`src/rtl/user_cl_pkg.sv`:
```
// Shared definitions for the custom-logic streaming ALU.
//   - command opcodes and ALU mode encodings
//   - command field layout (opcode in the top OPC_BITS bits, immediate below)
//   - reset value of the runtime operand
//   - control FSM state type
package user_cl_pkg;

    localparam int OPC_BITS = 4;

    localparam logic [OPC_BITS-1:0] OP_NOP         = 4'd0;
    localparam logic [OPC_BITS-1:0] OP_SET_MODE    = 4'd1;
    localparam logic [OPC_BITS-1:0] OP_SET_OPERAND = 4'd2;
    localparam logic [OPC_BITS-1:0] OP_READ_COUNT  = 4'd3;
    localparam logic [OPC_BITS-1:0] OP_CLEAR_COUNT = 4'd4;
    localparam logic [OPC_BITS-1:0] OP_ENABLE      = 4'd5;

    localparam logic [1:0] MODE_ADD  = 2'd0;
    localparam logic [1:0] MODE_SUB  = 2'd1;
    localparam logic [1:0] MODE_XOR  = 2'd2;
    localparam logic [1:0] MODE_PASS = 2'd3;

    localparam int OPERAND_RST = 2;

    typedef enum logic [2:0] {
        C_IDLE,
        C_FETCH,
        C_DRAIN,
        C_EXEC,
        C_RESP
    } ctrl_state_t;

endpackage

```
`src/rtl/user_cl_skid_fifo.sv`:
```
// Result buffer between the ALU and the output data FIFO.
// Ports:
//   clock, reset      sole clock, asynchronous active-high reset
//   push, push_data   write one word (caller guarantees not full)
//   pop               drop the head word (caller guarantees not empty)
//   head              current head word
//   empty, count      occupancy status
module user_cl_skid_fifo #(
    parameter int DATA_WIDTH = 32,
    parameter int DEPTH      = 4
) (
    input  logic                     clock,
    input  logic                     reset,
    input  logic                     push,
    input  logic [DATA_WIDTH-1:0]    push_data,
    input  logic                     pop,
    output logic [DATA_WIDTH-1:0]    head,
    output logic                     empty,
    output logic [$clog2(DEPTH):0]   count
);
    import user_cl_pkg::*;

    localparam int AW = $clog2(DEPTH);

    logic [DATA_WIDTH-1:0] mem [DEPTH];
    logic [AW-1:0]         wr_ptr;
    logic [AW-1:0]         rd_ptr;

    always_ff @(posedge clock or posedge reset) begin
        if (reset) begin
            wr_ptr <= '0;
            rd_ptr <= '0;
            count  <= '0;
        end else begin
            if (push) wr_ptr <= wr_ptr + AW'(1);
            if (pop)  rd_ptr <= rd_ptr + AW'(1);
            case ({push, pop})
                2'b10:   count <= count + (AW+1)'(1);
                2'b01:   count <= count - (AW+1)'(1);
                default: count <= count;
            endcase
        end
    end

    // Storage needs no reset: head is only consumed when count is non-zero.
    always_ff @(posedge clock) begin
        if (push) mem[wr_ptr] <= push_data;
    end

    assign head  = mem[rd_ptr];
    assign empty = (count == '0);

endmodule

```
`src/rtl/user_cl_stream_alu.sv`:
```
// FIFO-to-FIFO streaming ALU with a command/response control channel.
// Words from the input data FIFO get ADD/SUB/XOR/PASS with a runtime operand
// and are written to the output data FIFO, up to one word per cycle.
// Ports:
//   clock, reset                       sole clock, asynchronous active-high reset
//   data_empty, data_rd, data_din      input data FIFO (RD_LATENCY read latency)
//   data_full, data_wr, data_dout      output data FIFO
//   ctrl_empty, ctrl_rd, ctrl_din      command FIFO (RD_LATENCY read latency)
//   ctrl_full, ctrl_wr, ctrl_dout      response FIFO
//
// Control FSM:
//   state   | meaning
//   C_IDLE  | data may issue; a pending command is read here
//   C_FETCH | waiting RD_LATENCY cycles for the command word, captured on last
//   C_DRAIN | waiting for in-flight reads and the result buffer to empty
//   C_EXEC  | apply the captured command
//   C_RESP  | present the count response until the response FIFO accepts it
module user_cl_stream_alu
    import user_cl_pkg::*;
#(
    parameter int DATA_WIDTH = 32,
    parameter int RD_LATENCY = 1,
    parameter int SKID_DEPTH = 4
) (
    input  logic                  clock,
    input  logic                  reset,
    input  logic                  data_empty,
    output logic                  data_rd,
    input  logic [DATA_WIDTH-1:0] data_din,
    input  logic                  data_full,
    output logic                  data_wr,
    output logic [DATA_WIDTH-1:0] data_dout,
    input  logic                  ctrl_empty,
    output logic                  ctrl_rd,
    input  logic [DATA_WIDTH-1:0] ctrl_din,
    input  logic                  ctrl_full,
    output logic                  ctrl_wr,
    output logic [DATA_WIDTH-1:0] ctrl_dout
);

    localparam int CNT_W = $clog2(SKID_DEPTH) + 1;
    localparam int IMM_W = DATA_WIDTH - OPC_BITS;
    localparam int TMR_W = 2;

    ctrl_state_t state_q, state_d;

    logic [1:0]            mode_q;
    logic [DATA_WIDTH-1:0] operand_q;
    logic                  enable_q;
    logic [DATA_WIDTH-1:0] count_q;
    logic [DATA_WIDTH-1:0] cmd_q;
    logic [DATA_WIDTH-1:0] resp_q;
    logic [TMR_W-1:0]      fetch_tmr_q;
    logic [RD_LATENCY-1:0] inflight_q;

    logic [CNT_W-1:0]      inflight_cnt;
    logic [CNT_W-1:0]      skid_cnt;
    logic [CNT_W:0]        outstanding;
    logic                  skid_empty;
    logic [DATA_WIDTH-1:0] skid_head;
    logic [DATA_WIDTH-1:0] alu_result;
    logic                  data_rd_i;
    logic                  ctrl_rd_i;
    logic                  ctrl_wr_i;
    logic                  drained;

    logic [OPC_BITS-1:0]   cmd_op;
    logic [IMM_W-1:0]      cmd_imm;

    assign cmd_op  = cmd_q[DATA_WIDTH-1 -: OPC_BITS];
    assign cmd_imm = cmd_q[IMM_W-1:0];

    // ---------------- data path ----------------

    always_comb begin
        inflight_cnt = '0;
        for (int i = 0; i < RD_LATENCY; i++) begin
            inflight_cnt = inflight_cnt + CNT_W'(inflight_q[i]);
        end
    end

    // Reserve a skid slot for every read already issued so a full output FIFO
    // can never overflow the buffer.
    assign outstanding = {1'b0, skid_cnt} + {1'b0, inflight_cnt};
    assign data_rd_i   = enable_q && !data_empty && (state_q == C_IDLE)
                         && (outstanding < (CNT_W+1)'(SKID_DEPTH));
    assign drained     = (inflight_cnt == '0) && skid_empty;

    always_ff @(posedge clock or posedge reset) begin
        if (reset) begin
            inflight_q <= '0;
        end else begin
            inflight_q[0] <= data_rd_i;
            for (int i = 1; i < RD_LATENCY; i++) begin
                inflight_q[i] <= inflight_q[i-1];
            end
        end
    end

    always_comb begin
        case (mode_q)
            MODE_ADD: alu_result = data_din + operand_q;
            MODE_SUB: alu_result = data_din - operand_q;
            MODE_XOR: alu_result = data_din ^ operand_q;
            default:  alu_result = data_din;
        endcase
    end

    user_cl_skid_fifo #(
        .DATA_WIDTH (DATA_WIDTH),
        .DEPTH      (SKID_DEPTH)
    ) u_skid (
        .clock     (clock),
        .reset     (reset),
        .push      (inflight_q[RD_LATENCY-1]),
        .push_data (alu_result),
        .pop       (data_wr),
        .head      (skid_head),
        .empty     (skid_empty),
        .count     (skid_cnt)
    );

    // Strobes are gated by reset so they drop in the same cycle reset rises.
    assign data_rd   = data_rd_i && !reset;
    assign data_wr   = !skid_empty && !data_full && !reset;
    assign data_dout = skid_empty ? '0 : skid_head;
    assign ctrl_rd   = ctrl_rd_i && !reset;
    assign ctrl_wr   = ctrl_wr_i && !reset;
    assign ctrl_dout = resp_q;

    // ---------------- control FSM ----------------

    always_ff @(posedge clock or posedge reset) begin
        if (reset) state_q <= C_IDLE;
        else       state_q <= state_d;
    end

    always_comb begin
        state_d   = state_q;
        ctrl_rd_i = 1'b0;
        ctrl_wr_i = 1'b0;
        case (state_q)
            C_IDLE: begin
                if (!ctrl_empty) begin
                    ctrl_rd_i = 1'b1;
                    state_d   = C_FETCH;
                end
            end
            C_FETCH: begin
                // A pipeline that is already empty costs no drain cycle.
                if (fetch_tmr_q == '0) state_d = drained ? C_EXEC : C_DRAIN;
            end
            C_DRAIN: begin
                if (drained) state_d = C_EXEC;
            end
            C_EXEC: begin
                state_d = (cmd_op == OP_READ_COUNT) ? C_RESP : C_IDLE;
            end
            C_RESP: begin
                if (!ctrl_full) begin
                    ctrl_wr_i = 1'b1;
                    state_d   = C_IDLE;
                end
            end
            default: state_d = C_IDLE;
        endcase
    end

    always_ff @(posedge clock or posedge reset) begin
        if (reset) begin
            fetch_tmr_q <= '0;
            cmd_q       <= '0;
        end else begin
            if (ctrl_rd_i) begin
                fetch_tmr_q <= TMR_W'(RD_LATENCY - 1);
            end else if (state_q == C_FETCH && fetch_tmr_q != '0) begin
                fetch_tmr_q <= fetch_tmr_q - TMR_W'(1);
            end
            if (state_q == C_FETCH && fetch_tmr_q == '0) cmd_q <= ctrl_din;
        end
    end

    always_ff @(posedge clock or posedge reset) begin
        if (reset) begin
            mode_q    <= MODE_ADD;
            operand_q <= DATA_WIDTH'(OPERAND_RST);
            enable_q  <= 1'b1;
            count_q   <= '0;
            resp_q    <= '0;
        end else begin
            if (data_wr) count_q <= count_q + DATA_WIDTH'(1);
            if (state_q == C_EXEC) begin
                case (cmd_op)
                    OP_SET_MODE:    mode_q    <= cmd_imm[1:0];
                    OP_SET_OPERAND: operand_q <= {{OPC_BITS{1'b0}}, cmd_imm};
                    OP_READ_COUNT:  resp_q    <= count_q;
                    OP_CLEAR_COUNT: count_q   <= '0;
                    OP_ENABLE:      enable_q  <= cmd_imm[0];
                    default:        ;
                endcase
            end
        end
    end

endmodule
```
`config.mk`:
```
export PLATFORM = sky130hd
export DESIGN_NAME = user_cl_stream_alu
export DESIGN_NICKNAME = d
export VERILOG_FILES = /design/src/rtl/user_cl_pkg.sv /design/src/rtl/user_cl_skid_fifo.sv /design/src/rtl/user_cl_stream_alu.sv
export SDC_FILE = /design/constraint.sdc
export NUM_CORES = 1
export LEC_CHECK = 0
export ABC_AREA = 1
export CAP_MARGIN = 20
export CORE_ASPECT_RATIO = 0.7
export CORE_UTILIZATION = 35
export CTS_CLUSTER_DIAMETER = 100
export DETAILED_ROUTE_END_ITERATION = 8
export MAX_ROUTING_LAYER = met4
export PLACE_DENSITY_LB_ADDON = 0.15
export RECOVER_POWER = 100
export SETUP_SLACK_MARGIN = 0.05
export SKIP_CTS_REPAIR_TIMING = 1
export SYNTH_ARGS = -nofsm -noshare
export SYNTH_HDL_FRONTEND = slang
export SYNTH_SLANG_ARGS = --single-unit
export TNS_END_PERCENT = 20
```
`constraint.sdc`:
```
create_clock -name clock -period 9.3 [get_ports clock]
set_clock_uncertainty 0.2 [all_clocks]
set_input_delay 1.395 -clock clock [delete_from_list [all_inputs] [get_ports clock]]
set_output_delay 1.395 -clock clock [all_outputs]
set_load 0.01 [all_outputs]
```
# Word-level counts from Yosys, hierarchy flattened
# Memory sizes are Yosys's and may differ from the RTL's.
# Index checks and enable logic that the tools add are counted.
# totals
ff_bits,140
ram_bits,128
wordCells,90
memories,1
inputBits,70
output_inout_bits,68
# mem_list
name,depth,width,read_ports,rd_ports_with_merged_regs,wr,line,text
u_skid.mem,4,32,1,0,1,user_cl_skid_fifo.sv:25,logic [DATA_WIDTH-1:0] mem [DEPTH];
# classes
bitwise,1
addsub,9
reduce_logical,28
n_lt_le_gt_ge,1
mux,21
n_eq_ne,17
# op_table
cell,count
$mux 32,4
$pmux 32 s3,1
$add 32x1->32 const B,1
$add 32x28->32,1
$sub 32x28->32,1
$xor 32x28->32,1
$mux 3,5
$pmux 3 s5,1
$logic_and 1x1->1,11
$logic_not 3->1,3
$eq 4x2->1 const B,2
$eq 4x3->1 const B,2
$ne 2x2->1 const B,4
$reduce_and 2->1,4
$mux 1,7
$eq 3x2->1 const B,2
$pmux 3 s2,1
$reduce_bool 2->1,3
$add 2x1->2 const B,2
$add 3x1->4,1
$eq 2x1->1 const B,2
$eq 2x2->1 const B,2
$eq 4x1->1 const B,1
$logic_not 1->1,4
9 further kinds,11

# Depth between registers and ports, before layout
# Gate-level depths: netlist of run 1.
# depth
word_depth,7
ltp_mapped,24
depth_no_buf,24

# Hierarchy
# Synthesis of run 1 repeated with hierarchy kept, for this count alone.
# unflattened
cells_unflattened,1941
area_unflattened_um2,15315.9
# by_module_without_submodules
mod,seq_area_each_um2,area_each_um2,cells_each,n_inst
user_cl_stream_alu,3330.7,9863.2,1519,1
user_cl_skid_fifo,4018.9,5452.7,422,1

# Worst setup path after synthesis of run 1
# No wires, ideal clock.
# synth_timing
path_kind,input to output
startpoint,input reset
endpoint,output data_wr
path_buffers,2
path_slack_ns,5.707
path_stages,5
t_required_ns,7.705
arrival_time_ns,1.998
cell_sequence,nor2_1 -> nand2_4 -> buf_6 -> inv_1 -> buf_4
# synth_via
elab_chain_len,2
# synth_rtl
element,line,text
"start, declared",user_cl_stream_alu.sv:26,"input logic reset,"
$logic_not 1->1 (no source line),n/a,
$logic_and 1x1->1,user_cl_stream_alu.sv:125,assign data_wr = !skid_empty && !data_full && !reset;
"end, declared",user_cl_stream_alu.sv:31,"output logic data_wr,"
# Every way passes these cells.

# Worst setup path after layout of run 1
# layout_timing
startpoint,register mode_q[0]
endpoint,"memory u_skid.mem[2][26], data pin"
# layout_via
elab_chain_len,2
elab_cells_between_ends,4
cone_classes,eq/ne (2); mux (1); reduce/logical (1)
# layout_rtl
element,line,text
"start, declared",user_cl_stream_alu.sv:47,logic [1:0] mode_q;
"start signal, assigned",user_cl_stream_alu.sv:194,OP_SET_MODE: mode_q <= cmd_imm[1:0];
"$eq 2x2->1, or another cell as far along",user_cl_stream_alu.sv:101,case (mode_q)
$pmux 32 s3 (*),user_cl_stream_alu.sv:101,
named net alu_result[26],user_cl_stream_alu.sv:61,logic [DATA_WIDTH-1:0] alu_result;
"end, declared",user_cl_skid_fifo.sv:25,
# The timed path passes the listed nets; every way through them passes the cells marked *.

==> results of run 1 <==
## path summary, 6_finish.rpt
kind | slack (ps) | endpoint | from
setup / recovery | 3800 | u_skid.mem[2][26]$_DFFE_PP_ | mode_q[0]$_DFFE_PP0P_
hold / removal | 280 | ctrl_dout[29]$_DFFE_PP0P_ | ctrl_dout[29]$_DFFE_PP0P_
setup reg to reg | 3800 | u_skid.mem[2][26]$_DFFE_PP_ | mode_q[0]$_DFFE_PP0P_
hold reg to reg | 280 | ctrl_dout[29]$_DFFE_PP0P_ | ctrl_dout[29]$_DFFE_PP0P_
max in group asynchronous | 4890 | cmd_q[25]$_DFFE_PP0P_ | reset
min in group asynchronous | 2060 | ctrl_dout[0]$_DFFE_PP0P_ | reset
## where the power goes
| part | switching [uW] | internal [uW] | total, uW |
|---|---|---|---|
| clock | 491 | 677 | 1170 |
| combinational | 2940 | 1440 | 4390 |
| sequential | 194 | 1870 | 2060 |
| total | 3630 | 3990 | 7610 |
## per-layer routing
| metal | track usage [%] | vias to the layer above | share of wire [%] |
|---|---|---|---|
| li1 | - | 6152 | - |
| met1 | 31.5 | 5739 | 53 |
| met2 | 27.0 | 308 | 40 |
| met3 | 3.09 | 47 | 5.8 |
| met4 | 3.96 | 0 | 1.5 |
| met5 | - | - | 0 |
## synth_stat cells (3+ instances only)
cell | n | area share (%)
a21oi_1 | 118 | 4.0
mux2i_1 | 4 | 0.27
nor2_2 | 7 | 0.29
edfxtp_1 | 128 | 26
nand3b_1 | 12 | 0.61
nor2_1 | 277 | 7.0
nand4_1 | 10 | 0.42
clkbuf_1 | 31 | 0.78
dfrtp_1 | 138 | 23
inv_1 | 211 | 5.3
buf_1 | 9 | 0.23
nand2_2 | 7 | 0.29
xnor2_1 | 11 | 0.65
o21ai_0 | 156 | 5.3
buf_2 | 16 | 0.54
xor2_1 | 39 | 2.3
a21o_1 | 3 | 0.15
nand3_1 | 94 | 3.2
buf_6 | 3 | 0.23
a31oi_1 | 3 | 0.13
nand2_1 | 395 | 10
ha_1 | 39 | 3.3
inv_2 | 5 | 0.13
nor4_1 | 4 | 0.17
nor3_1 | 21 | 0.71
nand3_2 | 4 | 0.27
mux2_2 | 22 | 1.7
o21bai_1 | 12 | 0.61
or2_2 | 6 | 0.25
## layout make-up
cell class	count	area, um^2	area share [%]
Sequential cell	268	7350	41.7
Multi-Input combinational cell	1270	6360	36.1
Timing Repair Buffer	147	1430	8.13
Inverter	216	812	4.61
Clock buffer	34	764	4.34
Tap cell	544	681	3.86
Clock inverter	20	205	1.17
Antenna cell	3	7.51	0.0426
## stage by stage
stage	hold slack, ps	cell area (um^2)	setup slack (ps)	instances	util [%]
2_1_floorplan	246	14900	3960	1814	-
3_3_place_gp	268	16700	4330	2445	40.4
3_5_place_dp	272	16700	4290	2445	40.4
4_1_cts	281	17700	4280	2499	42.7
5_1_grt	304	17600	3400	2502	42.5
6_report	279	17600	3800	2502	42.5
## critical path, stage by stage, from the launching register on
cell	delay [ps]
dfrtp_1	550
inv_1	1030
nor2_1	450
inv_1	690
nand2_1	330
o21ai_0	180
xor2_1	250
ha_1	340
a21oi_1	270
nand2_1	110
a21oi_1	300
nor2_1	80
nor2_1	120
nand3_1	80
nand3_1	90
nand2_1	140
## state kept, by name (all words and copies together), names as in the netlist
| signal | count |
|---|---|
| cmd_q | 32 |
| count_q | 32 |
| ctrl_dout | 32 |
| enable_q | 1 |
| fetch_tmr_q | 2 |
| inflight_q | 1 |
| mode_q | 2 |
| operand_q | 28 |
| state_q | 3 |
| u_skid.count | 3 |
| u_skid.mem | 128 |
| u_skid.rd_ptr | 2 |
| u_skid.wr_ptr | 2 |
## logic make-up after synthesis
kind of cell | after synthesis
AND/OR/NAND/NOR | 849
adder cells (fa/ha/maj) | 41
XOR/XNOR | 50
AO/OA/AOI/OAI | 304
flip-flops | 268
multiplexers | 26
buffers and inverters | 276
==> impl_results.html, run 1 <==
<table>
<tr><th>Metric</th><th>Value</th></tr>
<tr><th colspan="2">Status</th></tr>
<tr><td>Status</td><td>complete, but fails checks</td></tr>
<tr><td>Violated checks</td><td>capacitance limit, slew limit</td></tr>
<tr><th colspan="2">Synth</th></tr>
<tr><td>Seq cells post-synth</td><td>268</td></tr>
<tr><td>Combined area of all synthesized cells</td><td>14900 um^2</td></tr>
<tr><td>Area share of xor/xnor cells in the synthesized design</td><td>2.95%</td></tr>
<tr><td>Synthesized-area fraction occupied by adder cells</td><td>3.55%</td></tr>
<tr><td>Synth Net Count</td><td>1925</td></tr>
<tr><td>Avg Synthesized Cell Area</td><td>8.20 um^2</td></tr>
<tr><td>Ys async rst share</td><td>52.2%</td></tr>
<tr><td>Unique cell type count in the Yosys netlist</td><td>50</td></tr>
<tr><td>Main flop type after synthesis</td><td>dfrtp_1</td></tr>
<tr><td>EDFF count, synth</td><td>128</td></tr>
<tr><td>Cell count after synthesis</td><td>1814</td></tr>
<tr><td>Yosys warning total</td><td>0</td></tr>
<tr><td>Compound-Gate Fraction of Synth Area</td><td>10.8%</td></tr>
<tr><td>Dominant combinational cell family by area after synthesis</td><td>simple AND/OR/NAND/NOR gates</td></tr>
<tr><td>Proportion of synthesized chip area in sequential cells</td><td>49.4%</td></tr>
<tr><td>Simple-gate area share of the yosys netlist</td><td>24.1%</td></tr>
<tr><td>Mux share of post-synthesis cell area</td><td>1.94%</td></tr>
<tr><th colspan="2">Finish</th></tr>
<tr><td>Top library cells by usage in the layout, fill and taps aside</td><td>nand2_1, nor2_1, inv_1</td></tr>
<tr><td>Fraction of final layout cells with drive strength greater than 1</td><td>5.17%</td></tr>
<tr><td>Count of filler cells inserted in the layout</td><td>4204</td></tr>
<tr><td>Commonest non-fill, non-tap cell in the layout</td><td>nand2_1</td></tr>
<tr><td>Area growth, synth to finish</td><td>18.5%</td></tr>
<tr><td>Final layout net count</td><td>2043</td></tr>
<tr><th colspan="2">Global routing</th></tr>
<tr><td>Vias in the first global route</td><td>11500</td></tr>
<tr><td>Remaining global-route overflow</td><td>0</td></tr>
<tr><td>Pin count of the biggest net entering global routing</td><td>72</td></tr>
<tr><td>Antenna violations before repair</td><td>4</td></tr>
<tr><td>All-Layer GR Usage</td><td>20.1%</td></tr>
<tr><td>Global-route wire length before repair</td><td>65600 um</td></tr>
<tr><th colspan="2">STA</th></tr>
<tr><td>Final Slew Violations</td><td>402</td></tr>
<tr><td>Actual slew at the worst max-slew pin</td><td>3090 ps</td></tr>
<tr><td>Setup TNS Final</td><td>0 ps</td></tr>
<tr><td>Top achievable clock speed</td><td>182 MHz</td></tr>
<tr><td>Share of the clock period used by the worst path</td><td>59.2%</td></tr>
<tr><td>Setup repair after global routing missed its margin</td><td>no</td></tr>
<tr><td>Relative slew slack</td><td>-107%</td></tr>
<tr><td>Setup violators final</td><td>0</td></tr>
<tr><td>Crit path time final</td><td>5500 ps</td></tr>
<tr><td>Fin. Hold Viols</td><td>0</td></tr>
<tr><th colspan="2">Critical path</th></tr>
<tr><td>Worst setup path class</td><td>register to register</td></tr>
<tr><td>Arrival time reported for the critical path endpoint</td><td>5590 ps</td></tr>
<tr><td>Category of the worst setup path launch point</td><td>register</td></tr>
<tr><td>Worst R2R Path Depth</td><td>15</td></tr>
<tr><td>Critical-path maximum fanout</td><td>37</td></tr>
<tr><td>CP Data Required Time</td><td>9390 ps</td></tr>
<tr><td>Worst Setup End Kind</td><td>register</td></tr>
<tr><th colspan="2">Clocking</th></tr>
<tr><td>Worst-Skew Late Latency</td><td>570 ps</td></tr>
<tr><td>TritonCTS clock tree</td><td>yes</td></tr>
<tr><td>Sink count of the clock tree</td><td>268</td></tr>
<tr><td>Root buf cell</td><td>clkbuf_16</td></tr>
<tr><td>Clock transition at the register clock pins on the worst setup and hold paths after CTS</td><td>60 ps</td></tr>
<tr><td>Total clock buffers created by CTS</td><td>29</td></tr>
<tr><td>Maximum clock insertion buffer count</td><td>3</td></tr>
<tr><td>Number of H-tree branching levels</td><td>1</td></tr>
<tr><th colspan="2">Floorplan</th></tr>
<tr><td>Core Rows</td><td>62</td></tr>
<tr><td>Effective utilization at floorplan</td><td>35.9%</td></tr>
<tr><td>Standard cell core area</td><td>41400 um^2</td></tr>
<tr><td>Vert. Die Dim</td><td>174 um</td></tr>
<tr><td>Total die area</td><td>43300 um^2</td></tr>
<tr><td>Die span in x</td><td>248 um</td></tr>
<tr><td>Boundary pin count</td><td>138</td></tr>
<tr><th colspan="2">Detailed routing</th></tr>
<tr><td>Per-cell via count in the routed design</td><td>4.89</td></tr>
<tr><td>Per-cell routed wire length</td><td>16.8 um</td></tr>
<tr><td>First-pass iteration count of the detailed router</td><td>5</td></tr>
<tr><td>Overall routed net length</td><td>42000 um</td></tr>
<tr><td>Total vias in the final route</td><td>12200</td></tr>
<tr><td>Post-DRT Antenna Nets</td><td>0</td></tr>
<tr><td>Post-route DRC violation count</td><td>0</td></tr>
<tr><td>Drt initial violations</td><td>940</td></tr>
<tr><th colspan="2">Placed design</th></tr>
<tr><td>Count of buffers inserted at the top-level ports</td><td>137</td></tr>
<tr><td>Placed wire-length estimate</td><td>30300 um</td></tr>
<tr><td>GP Congestion</td><td>0.905</td></tr>
<tr><th colspan="2">Hold path</th></tr>
<tr><td>Worst hold stages</td><td>2</td></tr>
<tr><td>Worst min-delay path category</td><td>register to register</td></tr>
<tr><th colspan="2">Pwr</th></tr>
<tr><td>Pleak</td><td>0.00790 uW</td></tr>
<tr><td>IR Drop Worst-Case VDD</td><td>0.191 mV</td></tr>
<tr><td>Cell Pwr Density</td><td>432 nW/um^2</td></tr>
<tr><td>Total design power</td><td>7610 uW</td></tr>
<tr><th colspan="2">Run</th></tr>
<tr><td>Reported max-cap violation count</td><td>9</td></tr>
</table>
Note: power is estimated with default switching activity, not from simulation.
==> inputs of run 2 (changes only) <==
==> constraint.sdc (replaced) <==
create_clock -name clock -period 4.6 [get_ports clock]
set_clock_uncertainty 0.2 [all_clocks]
set_input_delay 0.69 -clock clock [delete_from_list [all_inputs] [get_ports clock]]
set_output_delay 0.69 -clock clock [all_outputs]
set_load 0.01 [all_outputs]
==> run 2 against run 1 <==
Compared with the run above: the flow still finishes with violations (capacitance limit, slew limit); final cell count down 0.20%; total power is 100% higher; non-clock buffer count rose by 2; clock power increased by 88%; die area unchanged; global-route usage increased by 0.26 points; register-to-register slack worse by 3300 ps; final area shrank 0.26%.
==> impl_results.html, run 2 (synthesis results as in run 1) <==
<table>
<tr><th>Metric</th><th>Value</th></tr>
<tr><th colspan="2">Clocking</th></tr>
<tr><td>Root buf cell</td><td>clkbuf_16</td></tr>
<tr><td>Number of H-tree branching levels</td><td>1</td></tr>
<tr><td>Sink count of the clock tree</td><td>268</td></tr>
<tr><td>Total clock buffers created by CTS</td><td>27</td></tr>
<tr><td>Clock transition at the register clock pins on the worst setup and hold paths after CTS</td><td>60 ps</td></tr>
<tr><td>TritonCTS clock tree</td><td>yes</td></tr>
<tr><td>Maximum clock insertion buffer count</td><td>3</td></tr>
<tr><td>Worst-Skew Late Latency</td><td>560 ps</td></tr>
<tr><th colspan="2">Pwr</th></tr>
<tr><td>IR Drop Worst-Case VDD</td><td>0.435 mV</td></tr>
<tr><td>Pleak</td><td>0.00789 uW</td></tr>
<tr><td>Cell Pwr Density</td><td>870 nW/um^2</td></tr>
<tr><th colspan="2">Floorplan</th></tr>
<tr><td>Die span in x</td><td>248 um</td></tr>
<tr><td>Core Rows</td><td>62</td></tr>
<tr><td>Boundary pin count</td><td>138</td></tr>
<tr><td>Effective utilization at floorplan</td><td>35.9%</td></tr>
<tr><td>Standard cell core area</td><td>41400 um^2</td></tr>
<tr><td>Total die area</td><td>43300 um^2</td></tr>
<tr><td>Vert. Die Dim</td><td>174 um</td></tr>
<tr><th colspan="2">STA</th></tr>
<tr><td>Final Slew Violations</td><td>414</td></tr>
<tr><td>Fin. Hold Viols</td><td>0</td></tr>
<tr><td>Share of the clock period used by the worst path</td><td>90.2%</td></tr>
<tr><td>Crit path time final</td><td>4150 ps</td></tr>
<tr><td>Top achievable clock speed</td><td>241 MHz</td></tr>
<tr><td>Setup TNS Final</td><td>0 ps</td></tr>
<tr><td>Actual slew at the worst max-slew pin</td><td>2180 ps</td></tr>
<tr><td>Setup violators final</td><td>0</td></tr>
<tr><td>Setup repair after global routing missed its margin</td><td>no</td></tr>
<tr><td>Relative slew slack</td><td>-45.1%</td></tr>
<tr><td>WHS</td><td>275 ps</td></tr>
<tr><th colspan="2">Placed design</th></tr>
<tr><td>GP Congestion</td><td>0.913</td></tr>
<tr><td>Placed wire-length estimate</td><td>31100 um</td></tr>
<tr><td>Count of buffers inserted at the top-level ports</td><td>137</td></tr>
<tr><th colspan="2">Global routing</th></tr>
<tr><td>Remaining global-route overflow</td><td>0</td></tr>
<tr><td>Vias in the first global route</td><td>11500</td></tr>
<tr><td>Pin count of the biggest net entering global routing</td><td>116</td></tr>
<tr><td>All-Layer GR Usage</td><td>20.4%</td></tr>
<tr><td>Antenna violations before repair</td><td>3</td></tr>
<tr><td>Global-route wire length before repair</td><td>66300 um</td></tr>
<tr><th colspan="2">Finish</th></tr>
<tr><td>Count of filler cells inserted in the layout</td><td>4255</td></tr>
<tr><td>Top library cells by usage in the layout, fill and taps aside</td><td>nand2_1, nor2_1, inv_1</td></tr>
<tr><td>Max reg flops</td><td>128</td></tr>
<tr><td>Commonest non-fill, non-tap cell in the layout</td><td>nand2_1</td></tr>
<tr><td>Largest reg by FF count</td><td>u_skid.mem</td></tr>
<tr><td>Final layout net count</td><td>2043</td></tr>
<tr><td>Area growth, synth to finish</td><td>18.2%</td></tr>
<tr><td>Fraction of final layout cells with drive strength greater than 1</td><td>5.13%</td></tr>
<tr><th colspan="2">Critical path</th></tr>
<tr><td>CP max-delay cell</td><td>dfrtp_1</td></tr>
<tr><td>Critical path's largest stage delay</td><td>740 ps</td></tr>
<tr><td>Endpoint of the most critical register-to-register path</td><td>u_skid.mem[3][30]$_DFFE_PP_</td></tr>
<tr><td>Setup slack on the worst flop-to-flop path</td><td>540 ps</td></tr>
<tr><td>Total buffers and inverters traversed by the critical path</td><td>3</td></tr>
<tr><td>R2R Path Start</td><td>mode_q[0]$_DFFE_PP0P_</td></tr>
<tr><td>Worst setup path class</td><td>register to primary output</td></tr>
<tr><td>CP Data Required Time</td><td>3710 ps</td></tr>
<tr><td>Critical-path cell list</td><td>inv_1, clkbuf_2, nor2_1, o21ai_0, a21oi_1, dlygate4sd3_1</td></tr>
<tr><td>Category of cells accounting for the largest share of critical-path delay</td><td>buffers and inverters</td></tr>
<tr><td>Arrival time reported for the critical path endpoint</td><td>3260 ps</td></tr>
<tr><td>Worst Setup End Kind</td><td>primary output</td></tr>
<tr><td>Worst R2R Path Depth</td><td>16</td></tr>
<tr><td>Critical-path maximum fanout</td><td>32</td></tr>
<tr><td>Category of the worst setup path launch point</td><td>register</td></tr>
<tr><th colspan="2">Hold path</th></tr>
<tr><td>Worst hold stages</td><td>2</td></tr>
<tr><td>Hold_sp</td><td>ctrl_dout[29]$_DFFE_PP0P_</td></tr>
<tr><td>Worst min-delay path category</td><td>register to register</td></tr>
<tr><td>Endpoint, Worst Hold</td><td>ctrl_dout[29]$_DFFE_PP0P_</td></tr>
<tr><th colspan="2">Run</th></tr>
<tr><td>Reported max-cap violation count</td><td>8</td></tr>
<tr><th colspan="2">Detailed routing</th></tr>
<tr><td>Post-DRT Antenna Nets</td><td>0</td></tr>
<tr><td>First-pass iteration count of the detailed router</td><td>5</td></tr>
<tr><td>Per-cell routed wire length</td><td>16.9 um</td></tr>
<tr><td>Overall routed net length</td><td>42100 um</td></tr>
<tr><td>Total vias in the final route</td><td>12300</td></tr>
<tr><td>Drt initial violations</td><td>941</td></tr>
<tr><td>Per-cell via count in the routed design</td><td>4.91</td></tr>
<tr><td>Post-route DRC violation count</td><td>0</td></tr>
<tr><th colspan="2">Status</th></tr>
<tr><td>Violated checks</td><td>capacitance limit, slew limit</td></tr>
<tr><td>Status</td><td>complete, but fails checks</td></tr>
</table>
-- run 2: routing by layer --
metal / wire (um) / share of wire [%] / vias up / global-route usage, %
li1: - / - / 6165 / -
met3: 1820 / 4.3 / 49 / 2.19
met1: 23300 / 55 / 5780 / 33.3
met5: 0 / 0 / - / -
met2: 16300 / 39 / 273 / 26.5
met4: 747 / 1.8 / 0 / 3.96
-- run 2: power by group --
group / switching [uW] / internal, uW / total, uW
logic: 5970 / 2930 / 8900
registers: 419 / 3770 / 4190
clock network: 916 / 1280 / 2200
-- run 2: worst max-delay path by stage --
stage | start | end | slack, ps | cells past startpoint
floorplan | operand_q[1]$_DFFE_PP1P_ | u_skid.mem[0][31]$_DFFE_PP_ | 1540 | 21
global placement | mode_q[0]$_DFFE_PP0P_ | u_skid.mem[0][27]$_DFFE_PP_ | 600 | 17
detailed placement | mode_q[0]$_DFFE_PP0P_ | u_skid.mem[0][27]$_DFFE_PP_ | 620 | 17
CTS | mode_q[0]$_DFFE_PP0P_ | u_skid.mem[1][27]$_DFFE_PP_ | 610 | 17
global route | mode_q[0]$_DFFE_PP0P_ | u_skid.mem[0][30]$_DFFE_PP_ | 150 | 17
finish | u_skid.rd_ptr[1]$_DFFE_PP0P_ | data_dout[8] | 450 | 6
-- run 2: cell type report --
type                    instances  area [um^2]  area share [%]
well taps                     544          681            3.87
repair buffers                149         1440            8.22
clock buffers                  42          782            4.45
inverters                     216          812            4.62
clock inverters                 6         95.1           0.541
multi-input cells            1270         6400            36.4
diodes                          2         5.00          0.0285
flip-flops and latches        268         7350            41.8
-- run 2: worst register-to-register path, stage by stage (launching register included) --
cell,delay (ps)
dfrtp_1,530
inv_1,230
nor2_8,70
inv_1,560
o21ai_0,290
nand3_2,150
o21ai_0,90
xor2_1,200
ha_1,350
a21oi_1,360
nand2_1,130
nand2_1,80
nand3_1,60
a21oi_1,160
nand3_1,90
nand3_1,80
nand2_1,150
-- run 2: through the flow --
stage / total power [uW] / setup WS [ps] / area (um^2) / utilization, % / std cells
global route: 16600 / 151 / 17600 / 42.4 / 2497
detailed placement: 13200 / 615 / 16800 / 40.5 / 2447
global placement: 13100 / 597 / 16800 / 40.5 / 2447
CTS: 15400 / 610 / 17600 / 42.6 / 2495
finish: 15300 / 453 / 17600 / 42.4 / 2497
floorplan: 10100 / 1540 / 14900 / - / 1814
==> inputs of run 3 (changes only) <==
--- a/config.mk
+++ b/config.mk
@@ -18,5 +18,6 @@
 export SKIP_CTS_REPAIR_TIMING = 1
 export SYNTH_ARGS = -nofsm -noshare
 export SYNTH_HDL_FRONTEND = slang
+export SYNTH_HIERARCHICAL = 1
 export SYNTH_SLANG_ARGS = --single-unit
 export TNS_END_PERCENT = 20
==> run 3 against run 2 <==
Compared with the run above: sequential share of layout area decreased by 1.4 points; final cell count increased by 7.0%; highest routed layer unchanged; the run still ends with capacitance limit, slew limit left; wire length increased by 2.2%; maximum frequency about the same; critical endpoint is now data_dout[6]; sequential power increased by 4%; critical path type unchanged; first-iteration DRC count increased by 5.3%; clock power increased by 5%; clock-buffer cell count decreased by 1.
==> impl_results.html, run 3 <==
<table>
<tr><th>Metric</th><th>Value</th></tr>
<tr><th colspan="2">Finish</th></tr>
<tr><td>Final layout net count</td><td>2175</td></tr>
<tr><td>Area growth, synth to finish</td><td>18.6%</td></tr>
<tr><td>Area used by sequential logic in the layout</td><td>7350 um^2</td></tr>
<tr><td>Top library cells by usage in the layout, fill and taps aside</td><td>nand2_1, inv_1, nor2_1</td></tr>
<tr><td>Antenna diode instance count</td><td>0</td></tr>
<tr><td>Largest reg by FF count</td><td>u_skid/mem</td></tr>
<tr><td>Combined area of the multi-input logic cells</td><td>6450 um^2</td></tr>
<tr><td>Fraction of final layout cells with drive strength greater than 1</td><td>3.64%</td></tr>
<tr><td>Commonest non-fill, non-tap cell in the layout</td><td>nand2_1</td></tr>
<tr><td>Count of filler cells inserted in the layout</td><td>4398</td></tr>
<tr><td>Max reg flops</td><td>128</td></tr>
<tr><th colspan="2">Critical path</th></tr>
<tr><td>Arrival time reported for the critical path endpoint</td><td>3260 ps</td></tr>
<tr><td>Worst setup path class</td><td>register to primary output</td></tr>
<tr><td>Critical-path cell list</td><td>clkbuf_2, o211ai_1, nand2_1, inv_1, nor2_1, dlygate4sd3_1</td></tr>
<tr><td>CP Data Required Time</td><td>3710 ps</td></tr>
<tr><td>Worst Setup End Kind</td><td>primary output</td></tr>
<tr><td>CP max-delay cell</td><td>dfrtp_4</td></tr>
<tr><td>Critical path's largest stage delay</td><td>1030 ps</td></tr>
<tr><td>Critical-path maximum fanout</td><td>99</td></tr>
<tr><td>Category of the worst setup path launch point</td><td>register</td></tr>
<tr><th colspan="2">Synth</th></tr>
<tr><td>Seq cells post-synth</td><td>268</td></tr>
<tr><td>Synth top area share</td><td>25.1%</td></tr>
<tr><td>Combined area of all synthesized cells</td><td>15300 um^2</td></tr>
<tr><td>Area contributors post-synth</td><td>edfxtp_1, dfrtp_1, nand2_1</td></tr>
<tr><td>Leading cell types by count after synthesis</td><td>nand2_1, inv_1, nor2_1</td></tr>
<tr><td>Avg Synthesized Cell Area</td><td>7.89 um^2</td></tr>
<tr><td>EDFF count, synth</td><td>128</td></tr>
<tr><td>Proportion of synthesized chip area in sequential cells</td><td>48.0%</td></tr>
<tr><td>Cell count after synthesis</td><td>1941</td></tr>
<tr><td>Ys async rst share</td><td>52.2%</td></tr>
<tr><td>Main flop type after synthesis</td><td>dfrtp_1</td></tr>
<tr><td>Yosys warning total</td><td>6</td></tr>
<tr><td>Most area-hungry cell type in the Yosys netlist</td><td>edfxtp_1</td></tr>
<tr><td>Synth Net Count</td><td>2052</td></tr>
<tr><td>Unique cell type count in the Yosys netlist</td><td>47</td></tr>
<tr><td>Count leader, synth</td><td>nand2_1</td></tr>
<tr><th colspan="2">Floorplan</th></tr>
<tr><td>Boundary pin count</td><td>138</td></tr>
<tr><td>Core Rows</td><td>63</td></tr>
<tr><td>Standard cell core area</td><td>42700 um^2</td></tr>
<tr><td>Die span in x</td><td>252 um</td></tr>
<tr><td>Total die area</td><td>44600 um^2</td></tr>
<tr><td>Effective utilization at floorplan</td><td>35.8%</td></tr>
<tr><td>Vert. Die Dim</td><td>177 um</td></tr>
<tr><th colspan="2">Clocking</th></tr>
<tr><td>Clock transition at the register clock pins on the worst setup and hold paths after CTS</td><td>60 ps</td></tr>
<tr><td>TritonCTS clock tree</td><td>yes</td></tr>
<tr><td>Worst-Skew Late Latency</td><td>550 ps</td></tr>
<tr><td>Maximum clock insertion buffer count</td><td>3</td></tr>
<tr><td>Root buf cell</td><td>clkbuf_16</td></tr>
<tr><td>Sink count of the clock tree</td><td>268</td></tr>
<tr><td>Total clock buffers created by CTS</td><td>28</td></tr>
<tr><td>Number of H-tree branching levels</td><td>1</td></tr>
<tr><th colspan="2">STA</th></tr>
<tr><td>Final Slew Violations</td><td>245</td></tr>
<tr><td>Setup violators final</td><td>0</td></tr>
<tr><td>Top achievable clock speed</td><td>241 MHz</td></tr>
<tr><td>Crit path time final</td><td>4150 ps</td></tr>
<tr><td>Fin. Hold Viols</td><td>0</td></tr>
<tr><td>Setup repair after global routing missed its margin</td><td>no</td></tr>
<tr><td>Share of the clock period used by the worst path</td><td>90.1%</td></tr>
<tr><td>Relative slew slack</td><td>-58.5%</td></tr>
<tr><td>Setup TNS Final</td><td>0 ps</td></tr>
<tr><td>Actual slew at the worst max-slew pin</td><td>2380 ps</td></tr>
<tr><td>WHS</td><td>280 ps</td></tr>
<tr><th colspan="2">Detailed routing</th></tr>
<tr><td>First-pass iteration count of the detailed router</td><td>7</td></tr>
<tr><td>Total vias in the final route</td><td>12600</td></tr>
<tr><td>Per-cell routed wire length</td><td>16.1 um</td></tr>
<tr><td>Drt initial violations</td><td>991</td></tr>
<tr><td>Overall routed net length</td><td>43100 um</td></tr>
<tr><td>Post-route DRC violation count</td><td>0</td></tr>
<tr><td>Post-DRT Antenna Nets</td><td>0</td></tr>
<tr><td>Per-cell via count in the routed design</td><td>4.73</td></tr>
<tr><th colspan="2">Global routing</th></tr>
<tr><td>Remaining global-route overflow</td><td>0</td></tr>
<tr><td>Pin count of the biggest net entering global routing</td><td>100</td></tr>
<tr><td>Vias in the first global route</td><td>11700</td></tr>
<tr><td>All-Layer GR Usage</td><td>20.1%</td></tr>
<tr><td>Antenna violations before repair</td><td>1</td></tr>
<tr><td>Global-route wire length before repair</td><td>67500 um</td></tr>
<tr><th colspan="2">Status</th></tr>
<tr><td>Status</td><td>complete, but fails checks</td></tr>
<tr><td>Violated checks</td><td>capacitance limit, slew limit</td></tr>
<tr><th colspan="2">Placed design</th></tr>
<tr><td>Placed wire-length estimate</td><td>32500 um</td></tr>
<tr><td>Count of buffers inserted at the top-level ports</td><td>137</td></tr>
<tr><td>GP Congestion</td><td>0.929</td></tr>
<tr><th colspan="2">Pwr</th></tr>
<tr><td>Total design power</td><td>15700 uW</td></tr>
<tr><td>Pleak</td><td>0.00861 uW</td></tr>
<tr><td>IR Drop Worst-Case VDD</td><td>0.379 mV</td></tr>
<tr><td>Cell Pwr Density</td><td>865 nW/um^2</td></tr>
<tr><th colspan="2">Hold path</th></tr>
<tr><td>Worst min-delay path category</td><td>register to register</td></tr>
<tr><th colspan="2">Run</th></tr>
<tr><td>Reported max-cap violation count</td><td>6</td></tr>
</table>
## run 3: changes by cell type after synthesis, moves of 4 or more
cell      delta
mux2_2      -17
a21oi_1     -38
nor3_1       +4
nand2_2      -6
buf_2        +5
o211ai_1    +64
nand2_1    +147
o21ai_0     -57
buf_1        -4
nor2_1      -76
inv_1      +101
nand4_1      +7
xor2_1      +11
## run 3: metal layers
metal | GRT usage, % | part of all wire [%]
met1 | 31.9 | 55
met5 | - | 0
met3 | 2.28 | 4.9
met4 | 3.23 | 1.2
met2 | 27.1 | 39
## run 3: final cells by class
| type | count | area share (%) |
|---|---|---|
| clock inverters | 11 | 0.833 |
| multi-input cells | 1294 | 35.5 |
| clock buffers | 41 | 4.41 |
| repair buffers | 155 | 8.20 |
| inverters | 317 | 6.55 |
| flip-flops and latches | 268 | 40.5 |
| well taps | 585 | 4.03 |
## run 3: kinds of logic (layout without fill, tap and decap cells)
| logic type | count (synthesis) | after routing | synth area share [%] |
|---|---|---|---|
| mux | 9 | 9 | 0.629 |
| simple gates | 911 | 911 | 24.6 |
| flops | 268 | 268 | 48.0 |
| buf+inv | 379 | 524 | 9.56 |
| compound gates | 271 | 271 | 10.3 |
| fa+ha+maj | 41 | 41 | 3.45 |
| xor+xnor | 62 | 62 | 3.55 |
## run 3: report_power, final
group	internal [uW]	leakage [uW]	switching [uW]
combinational	2990	0.00526	6070
clock	1380	0.000461	938
sequential	3820	0.00289	521
## run 3: final timing paths
check	startpoint	end	slack, ps	cells after the start
min in group asynchronous	reset	u_skid/rd_ptr[1]$_DFFE_PP0P_	420	2
max reg2reg	mode_q[0]$_DFFE_PP0P_	u_skid/mem[1][16]$_DFFE_PP_	620	19
min	ctrl_dout[27]$_DFFE_PP0P_	ctrl_dout[27]$_DFFE_PP0P_	280	2
max	u_skid/rd_ptr[0]$_DFFE_PP0P_	data_dout[6]	450	6
max in group asynchronous	reset	cmd_q[17]$_DFFE_PP0P_	1160	3
min reg2reg	ctrl_dout[27]$_DFFE_PP0P_	ctrl_dout[27]$_DFFE_PP0P_	280	2
## run 3: critical path, delay by kind of cell, from the launching register on
kind	cells	cell delay [ps]
buf+inv	3	1290
flops	1	1030
compound gates	1	200
simple gates	2	170
## run 3: through the flow
| stage | instance area [um^2] | worst slack [ps] | std cells | util, % |
|---|---|---|---|---|
| 2_1_floorplan | 15300 | 159 | 1941 | - |
| 3_3_place_gp | 17300 | 847 | 2619 | 40.5 |
| 3_5_place_dp | 17300 | 832 | 2619 | 40.5 |
| 4_1_cts | 18300 | 640 | 2671 | 42.7 |
| 5_1_grt | 18200 | 189 | 2671 | 42.5 |
| 6_report | 18200 | 455 | 2671 | 42.5 |
